`src/rtl/bus_pkg.sv`:
```
// Shared bit-serial bus types: arbiter FSM states, master limit and an index wrap helper.
package bus_pkg;

    typedef enum logic [1:0] {
        ARB_IDLE,
        ARB_GRANT,
        ARB_BUSY,
        ARB_RELEASE
    } arb_state_e;

    localparam int unsigned ARB_MAX_MASTERS = 16;

    function automatic int unsigned wrap_inc(input int unsigned v, input int unsigned n);
        return (v + 1 >= n) ? 0 : v + 1;
    endfunction

endpackage

```
`src/rtl/bs_rr_picker.sv`:
```
// Combinational rotating-priority picker: first eligible bit at or after i_ptr, with wrap.
module bs_rr_picker #(
    parameter int unsigned N     = 4,
    parameter int unsigned IDX_W = $clog2(N)
) (
    input  logic [N-1:0]     i_elig,
    input  logic [IDX_W-1:0] i_ptr,
    output logic [N-1:0]     o_onehot,
    output logic [IDX_W-1:0] o_idx,
    output logic             o_valid
);

    logic [IDX_W-1:0] w_cand;

    always_comb begin
        w_cand   = '0;
        o_onehot = '0;
        o_idx    = '0;
        o_valid  = 1'b0;
        for (int unsigned i = 0; i < N; i++) begin
            w_cand = IDX_W'((32'(i_ptr) + i) % N);
            if (!o_valid && i_elig[w_cand]) begin
                o_valid  = 1'b1;
                o_idx    = w_cand;
                o_onehot = N'(1) << w_cand;
            end
        end
    end

endmodule

```
`src/rtl/bs_arbiter_n.sv`:
```
// N-master bit-serial bus arbiter with grant timeout and split-owner FIFO.
// Define BS_ARB_FIXED_PRIO_EN for fixed lowest-index priority instead of round-robin.
module bs_arbiter_n
    import bus_pkg::*;
#(
    parameter int unsigned NUM_MASTERS = 4,
    parameter int unsigned SPLIT_DEPTH = 2,
    parameter int unsigned GNT_TIMEOUT = 16,
    parameter int unsigned IDX_W       = $clog2(NUM_MASTERS)
) (
    input  logic                   clk_i,
    input  logic                   rst_i,
    input  logic [NUM_MASTERS-1:0] req_i,
    output logic [NUM_MASTERS-1:0] gnt_o,
    output logic [IDX_W-1:0]       msel_o,
    input  logic                   frame_active_i,
    input  logic                   split_start_i,
    input  logic                   split_done_i,
    output logic                   split_pending_o,
    output logic [NUM_MASTERS-1:0] split_blocked_o,
    output logic                   timeout_o,
    output logic                   split_ovf_o
);

    localparam int unsigned QW = (SPLIT_DEPTH > 1) ? $clog2(SPLIT_DEPTH) : 1;
    localparam int unsigned CW = $clog2(SPLIT_DEPTH + 1);
    localparam int unsigned TW = $clog2(GNT_TIMEOUT);

    arb_state_e             r_state;
    logic [NUM_MASTERS-1:0] r_gnt;
    logic [IDX_W-1:0]       r_msel;
    logic [IDX_W-1:0]       r_ptr;
    logic [TW-1:0]          r_tcnt;
    logic [IDX_W-1:0]       r_q [SPLIT_DEPTH];
    logic [QW-1:0]          r_wr;
    logic [QW-1:0]          r_rd;
    logic [CW-1:0]          r_cnt;
    logic [NUM_MASTERS-1:0] r_blocked;
    logic                   r_ret_flag;
    logic [IDX_W-1:0]       r_ret_idx;
    logic                   r_ret_gnt;
    logic                   r_timeout;
    logic                   r_ovf;

    logic [NUM_MASTERS-1:0] w_elig;
    logic [IDX_W-1:0]       w_pick_ptr;
    logic [NUM_MASTERS-1:0] w_pick_onehot;
    logic [IDX_W-1:0]       w_pick_idx;
    logic                   w_pick_valid;
    logic                   w_push;
    logic                   w_pop;
    logic                   w_push_ok;
    logic [IDX_W-1:0]       w_head;
    logic [NUM_MASTERS-1:0] w_blocked_d;

    assign w_elig = req_i & ~r_blocked;
`ifdef BS_ARB_FIXED_PRIO_EN
    assign w_pick_ptr = '0;
`else
    assign w_pick_ptr = r_ptr;
`endif

    bs_rr_picker #(
        .N     (NUM_MASTERS),
        .IDX_W (IDX_W)
    ) u_picker (
        .i_elig   (w_elig),
        .i_ptr    (w_pick_ptr),
        .o_onehot (w_pick_onehot),
        .o_idx    (w_pick_idx),
        .o_valid  (w_pick_valid)
    );

    // A full queue still accepts a push when a pop frees a slot on the same edge.
    assign w_push    = (r_state == ARB_BUSY) && split_start_i;
    assign w_pop     = split_done_i && (r_cnt != '0);
    assign w_push_ok = w_push && ((r_cnt != CW'(SPLIT_DEPTH)) || w_pop);
    assign w_head    = r_q[r_rd];

    always_comb begin
        w_blocked_d = r_blocked;
        if (w_pop) w_blocked_d[w_head] = 1'b0;
        if (w_push_ok) w_blocked_d[r_msel] = 1'b1;
    end

    always_ff @(posedge clk_i) begin
        if (rst_i) begin
            r_state    <= ARB_IDLE;
            r_gnt      <= '0;
            r_msel     <= '0;
            r_ptr      <= '0;
            r_tcnt     <= '0;
            r_wr       <= '0;
            r_rd       <= '0;
            r_cnt      <= '0;
            r_blocked  <= '0;
            r_ret_flag <= 1'b0;
            r_ret_idx  <= '0;
            r_ret_gnt  <= 1'b0;
            r_timeout  <= 1'b0;
            r_ovf      <= 1'b0;
        end else begin
            r_timeout <= 1'b0;
            unique case (r_state)
                ARB_IDLE: begin
                    r_tcnt <= '0;
                    if (r_ret_flag) begin
                        r_gnt      <= NUM_MASTERS'(1) << r_ret_idx;
                        r_msel     <= r_ret_idx;
                        r_ret_flag <= 1'b0;
                        r_ret_gnt  <= 1'b1;
                        r_state    <= ARB_GRANT;
                    end else if (w_pick_valid) begin
                        r_gnt     <= w_pick_onehot;
                        r_msel    <= w_pick_idx;
                        r_ret_gnt <= 1'b0;
                        r_state   <= ARB_GRANT;
                    end
                end
                ARB_GRANT: begin
                    if (frame_active_i) begin
                        r_state <= ARB_BUSY;
                    end else if (r_tcnt == TW'(GNT_TIMEOUT - 1)) begin
                        r_timeout <= 1'b1;
                        r_gnt     <= '0;
                        r_ptr     <= IDX_W'(wrap_inc(32'(r_msel), NUM_MASTERS));
                        r_state   <= ARB_IDLE;
                        // A revoked split-return grant is re-offered rather than lost.
                        if (r_ret_gnt) begin
                            r_ret_flag <= 1'b1;
                            r_ret_idx  <= r_msel;
                        end
                    end else begin
                        r_tcnt <= r_tcnt + 1'b1;
                    end
                end
                ARB_BUSY: begin
                    if (split_start_i || !frame_active_i) begin
                        r_gnt   <= '0;
                        r_state <= ARB_RELEASE;
                    end
                end
                ARB_RELEASE: begin
                    r_ptr   <= IDX_W'(wrap_inc(32'(r_msel), NUM_MASTERS));
                    r_state <= ARB_IDLE;
                end
                default: r_state <= ARB_IDLE;
            endcase

            if (w_pop) begin
                r_rd       <= QW'(wrap_inc(32'(r_rd), SPLIT_DEPTH));
                r_ret_flag <= 1'b1;
                r_ret_idx  <= w_head;
            end
            if (w_push_ok) begin
                r_q[r_wr] <= r_msel;
                r_wr      <= QW'(wrap_inc(32'(r_wr), SPLIT_DEPTH));
            end
            if (w_push && !w_push_ok) r_ovf <= 1'b1;
            if (w_push_ok && !w_pop) r_cnt <= r_cnt + 1'b1;
            else if (!w_push_ok && w_pop) r_cnt <= r_cnt - 1'b1;
            r_blocked <= w_blocked_d;
        end
    end

    assign gnt_o           = r_gnt;
    assign msel_o          = r_msel;
    assign split_pending_o = (r_cnt != '0);
    assign split_blocked_o = r_blocked;
    assign timeout_o       = r_timeout;
    assign split_ovf_o     = r_ovf;

endmodule

```
`config.mk`:
```
export PLATFORM = sky130hd
export DESIGN_NAME = bs_arbiter_n
export DESIGN_NICKNAME = d
export VERILOG_FILES = /design/src/rtl/bus_pkg.sv /design/src/rtl/bs_rr_picker.sv /design/src/rtl/bs_arbiter_n.sv
export SDC_FILE = /design/constraint.sdc
export NUM_CORES = 1
export LEC_CHECK = 0
export BUFFER_PORTS_ARGS = -buffer_cell sky130_fd_sc_hd__buf_2
export CAP_MARGIN = 25
export CORE_MARGIN = 2
export CORE_UTILIZATION = 58
export CTS_CLUSTER_DIAMETER = 100
export CTS_CLUSTER_SIZE = 28
export DETAILED_ROUTE_END_ITERATION = 10
export GPL_TIMING_DRIVEN = 0
export PLACE_DENSITY = 0.79
export SYNTH_ARGS = -nofsm -noshare
export SYNTH_HDL_FRONTEND = slang
export SYNTH_SLANG_ARGS = --single-unit
```
`constraint.sdc`:
```
create_clock -name clk_i -period 2.6 [get_ports clk_i]
set_clock_uncertainty 0.15 [all_clocks]
set_input_delay 0.13 -clock clk_i [delete_from_list [all_inputs] [get_ports clk_i]]
set_output_delay 0.13 -clock clk_i [all_outputs]
set_load 0.01 [all_outputs]
```
Word level (Yosys, flattened, before mapping):

Memory sizes are Yosys's and may differ from the RTL's. A register that Yosys moved wholly into a read port is not among the register bits.
Index checks and enable logic that the tools add are counted.

* RAM bits: 4
* memories: 1
* bits in registers: 28
* output and inout port bits: 13
* bits in read-only memories: 0
* logic and storage cells: 168
* bits in latches: 0

Memories
* r_q: words 2, width 2, read ports 1, clocked after Yosys merged registers in 1, wr ports 1, RTL line bs_arbiter_n.sv:34 `logic [IDX_W-1:0] r_q [SPLIT_DEPTH];`

* order comparisons: 11
* shifts and indexed selects: 5
* equality and inequality tests: 15
* bitwise logic cells: 6
* $add $sub $neg: 9
* multiply operators: 0
* multiplexer cells: 69
* reductions and logical operators: 38
* div/mod/pow operators: 0

Operators by type and width (number)
* $mux W4: 13
* $mux W2: 21
* $mux W1: 24
* $shl A1 B2 Y4 const A: 5
* $lt A2 B3 Y1 const B: 6
* $reduce_bool A2 Y1: 8
* $ne A3 B3 Y1 const B: 4
* $pmux W4 S3: 1
* $logic_and A1 B1 Y1: 11
* $reduce_and A3 Y1: 3
* $and A4 B4 Y4: 2
* $bmux W1 S2: 4
* $ne A2 B2 Y1 const B: 4
* $not A4 Y4: 2
* $pmux W2 S4: 1
* $pmux W4 S2: 1
* $reduce_and A4 Y1: 2
* $logic_not A1 Y1: 6
* $reduce_bool A3 Y1: 2
* $reduce_and A5 Y1: 1
* $add A1 B1 Y2 const B: 2
* $add A2 B1 Y2 const B: 2
* $add A2 B2 Y2 const B: 2
* $add A4 B1 Y4 const B: 1
* 19 further kinds: 25

Longest topological paths before layout:

* word-level depth: 17
* mapped depth: 8
* mapped depth without buffers: 8

Modules after synthesis:

Synthesis repeated with hierarchy kept, for this count alone.

* cell total of the unflattened synthesis: 250
* area, all modules: 2242.2 µm²

Modules (own cells, without submodules)
* bs_arbiter_n: instances 1, area an instance 1676.6 µm², cells an instance 177
* bs_rr_picker: instances 1, area an instance 565.5 µm², cells an instance 73

Least setup slack after synthesis:

OpenSTA, ideal clock, no wires.

* path kind: reg-to-reg
* from: reg r_ptr[1]
* to: reg r_gnt[0], in the netlist gnt_o[0]
* slack: 0.320 ns
* stages on the path, launching flop included: 9
* setup time: 0.072 ns
* arrival time: 2.059 ns
* buffers on the path: 0
* cell sequence: dfxtp_1 inv_1 ha_1 inv_1 mux4_2 nand4bb_1 nor2_1 a221oi_1 mux2i_1

* cells in the longest elaborated chain, start to end: 15
* elaborated cells between the ends (all ways): 34
* those cells by class: add/sub: 3; eq/ne: 1; shift: 4; mux: 19; reduce/logical: 7

Ends and longest elaborated chain
* start: declaration: RTL line bs_arbiter_n.sv:32 `logic [IDX_W-1:0] r_ptr;`
* start signal: assignment: RTL line bs_arbiter_n.sv:126 `r_ptr <= IDX_W'(wrap_inc(32'(r_msel), NUM_MASTERS));`
* start signal: assignment: RTL line bs_arbiter_n.sv:144 `r_ptr <= IDX_W'(wrap_inc(32'(r_msel), NUM_MASTERS));`
* parallel branches: the longest is 15 deep, another holds $add A2 B1 Y2
* end signal: assignment: RTL line bs_arbiter_n.sv:108 `r_gnt <= NUM_MASTERS'(1) << r_ret_idx;`
* end signal: assignment: RTL line bs_arbiter_n.sv:114 `r_gnt <= w_pick_onehot;`
* end: declaration: RTL line bs_arbiter_n.sv:30 `logic [NUM_MASTERS-1:0] r_gnt;`

Parallel ways; which one is timed is not known. The select of a mux whose other input is x is not followed.
A chain may end at the register's enable or synchronous reset.

Final worst setup path:

* from: reg r_ptr[0]
* to: reg r_msel[1], in the netlist msel_o[1]

* cells in the longest elaborated chain, start to end: 14
* elaborated cells between the ends (all ways): 29
* those cells by class: add/sub: 3; mux: 18; reduce/logical: 8

Ends and longest elaborated chain
* parallel branches: the longest is 14 deep, another holds $add A2 B1 Y2
* end signal: assignment: RTL line bs_arbiter_n.sv:109 `r_msel <= r_ret_idx;`
* end signal: assignment: RTL line bs_arbiter_n.sv:115 `r_msel <= w_pick_idx;`
* end: declaration: RTL line bs_arbiter_n.sv:31 `logic [IDX_W-1:0] r_msel;`

Parallel ways; which one is timed is not known. The select of a mux whose other input is x is not followed.

==> results.json <==
{
  "dr.pass1.iters": 4,
  "placed_cells": 303,
  "die_area_mm2": 0.00412,
  "synth_cell_types": 47,
  "stdcell_area_mm2": 0.00245,
  "grt_pass1_wl_mm": 7.86,
  "syn-num-nets": 263,
  "grt_usage_pct": 24.8,
  "row_count": 21,
  "antenna_found_initial": 0,
  "slew_headroom_pct": 63.7,
  "drtIter0Drc": 188,
  "crit_path_end_kind": "flop",
  "synth.largest_area_cell": "dfxtp_1",
  "ant_nets": 0,
  "gp_congestion": 0.823,
  "final_cells": 320,
  "clk_latency_ps": 350,
  "final_core_util_pct": 71.8,
  "grt_start_max_net_pins": 12,
  "synthCells": 236,
  "setup-violations-final": 0,
  "timing.final.hold_violations": 0,
  "ios": 22,
  "n_antenna_cell": 0,
  "via_per_inst": 5.84,
  "core_area_mm2": 0.00342,
  "ys_warn_count": 0,
  "synth.area.top_cells": "dfxtp_1 (28%), ha_1 (11%), edfxtp_1 (5.7%), nor2_1 (5.4%), mux4_2 (4.3%)",
  "power.total_mw": 1.45,
  "cts_tree": "built",
  "async_reset_ff_share_pct": 0,
  "fmax_mhz": 408,
  "clockRootBuffer": "clkbuf_4",
  "crit_required_ps": 2700,
  "arrival_ps": 2550,
  "synth-seq-cells": 33,
  "ys_seq_area_share_pct": 33.4,
  "wl_per_cell_um": 15.2,
  "critPathMaxFanout": 10,
  "die_w_um": 64.2,
  "grt_overflow": 0,
  "n_fill_cell": 264,
  "final_common_cell": "nor2_1",
  "synth_top_area_share_pct": 27.7,
  "drv_slew": 0,
  "status": "finished clean",
  "port_buffers": 21,
  "power.density_mw_per_mm2": 592,
  "crit_start": "r_ptr[0]",
  "synth.avg_cell_area_um2": 8.90,
  "drv_cap": 0,
  "via_count": 1868,
  "numCtsBuffers": 5,
  "drc": 0,
  "start_util_pct": 61.5,
  "synth_ff_type": "dfxtp_1",
  "syn_to_final_growth_pct": 16.8,
  "vdd_ir_drop_max_mv": 0.472,
  "layout.nets": 300,
  "h-tree-depth": 2,
  "synth_enable_flop_cells": 4,
  "cts_sinks": 33,
  "fin_crit_sh_pct": 94.3,
  "rr_startpoint": "r_ptr[0]",
  "cts_max_path_buffers": 2,
  "grt_pass1_vias": 1634,
  "worstSetupPathType": "flop to flop",
  "worst_slew_pin_slew_ps": 544,
  "p_leak_nw": 0.980,
  "drive_gt1_share_pct": 19.7,
  "rsz0062_at_grt": "false",
  "placed_area_mm2": 0.00226,
  "tns_ps": 0,
  "hold_class": "primary input to flop",
  "cp-start-kind": "flop",
  "layout_common_cells": "nor2_1 (29), dfxtp_1 (27), buf_2 (24)",
  "syn_area_mm2": 0.00210,
  "min-delay-start": "split_done_i",
  "die_h_um": 64.2,
  "wl_mm": 4.86,
  "period_minus_slack_ps": 2450,
  "clkSlewWorstSetupHoldPaths_ps": 110,
  "dp_hpwl_mm": 3.41
}
## layer usage
metal / wire length (µm) / part of all wire, % / vias up / GRT usage [%]
met5: 0 / 0 / - / 0
li1: - / - / 927 / -
met1: 2230 / 46 / 881 / 32.8
met3: 229 / 4.7 / 8 / 7.04
met2: 2330 / 48 / 52 / 38.4
met4: 74 / 1.5 / 0 / 9.31
## worst max-delay path: stages, from the launching register on
cell and delay (ps):
dfxtp_4 420, clkinvlp_4 200, ha_4 350, mux4_2 330, buf_2 200, o211ai_1 90, a21oi_1 100, o2111a_1 230
a211oi_1 280
## synth_stat cells, types with 2 or more instances
master    number
nand3_1        4
nand4_1        5
mux4_2         4
a21oi_1       17
nor2b_1        7
a211oi_1       4
xor2_1         5
o21ai_1        4
nand3b_1       5
nor3_1         2
o21ai_0        6
ha_1          18
or2_1          2
o211ai_1       2
edfxtp_1       4
nand2b_1      14
a221oi_1       6
mux2i_1        5
and2_1         2
clkbuf_1       2
buf_2          3
dfxtp_1       29
nor2_1        30
a311oi_1       3
nand2_1       17
a31oi_1        4
inv_1         11
or3_1          2
## where the power goes
group / internal, mW / switching (mW) / total, mW
Combinational: 0.172 / 0.224 / 0.396
Clock: 0.228 / 0.195 / 0.424
Sequential: 0.570 / 0.0617 / 0.632
## final cells by class
type	count	area, µm²	share of cell area (%)
Timing Repair Buffer	30	180	7.35
Clock buffer	6	51.3	2.09
Tap cell	46	57.6	2.35
Inverter	11	45.0	1.84
Multi-Input combinational cell	186	1350	54.9
Sequential cell	33	708	28.9
Buffer	6	26.3	1.07
Clock inverter	2	37.5	1.53
## kinds of logic after synthesis
logic type | count (synthesis) | share of synthesized area [%]
adders and majority gates | 18 | 10.7
muxes | 11 | 7.75
DFF | 33 | 33.4
xor gates and xnor gates | 6 | 2.50
AOI/OAI and AO/OA | 54 | 18.3
buffers and inverters | 17 | 3.22
and+or+nand+nor | 97 | 24.1
## per-stage QoR
stage / setup WS (ps) / hold WS, ps
global placement: -57.2 / 267
CTS: 82.6 / 64.8
floorplan: 320 / 135
finish: 148 / 68.2
detailed placement: -22.0 / 268
global route: 2.51 / 118
## flip-flops by register name, indices dropped and copies added, names as in the netlist, named ones only
register / flops
gnt_o: 4
msel_o: 2
r_cnt: 2
r_ptr: 2
r_q: 4
r_rd: 1
r_ret_flag: 1
r_ret_gnt: 1
r_ret_idx: 2
r_state: 1
r_tcnt: 4
r_wr: 1
split_blocked_o: 4
split_ovf_o: 1
timeout_o: 1
## what timing repair did
item                       4_1_cts  5_1_grt
resized for setup                2        5
hold endpoints to repair         4        0
buffers inserted                 0        6
setup endpoints to repair        6        7
hold buffers                     3        0
## worst paths after layout
| kind | depth (start not counted) | slack [ps] | endpoint |
|---|---|---|---|
| max reg2reg | 8 | 150 | msel_o[1] |
| min | 4 | 70 | split_ovf_o |
| max | 8 | 150 | msel_o[1] |
| min reg2reg | 2 | 320 | split_ovf_o |
Note: power is estimated with default switching activity, not from simulation.
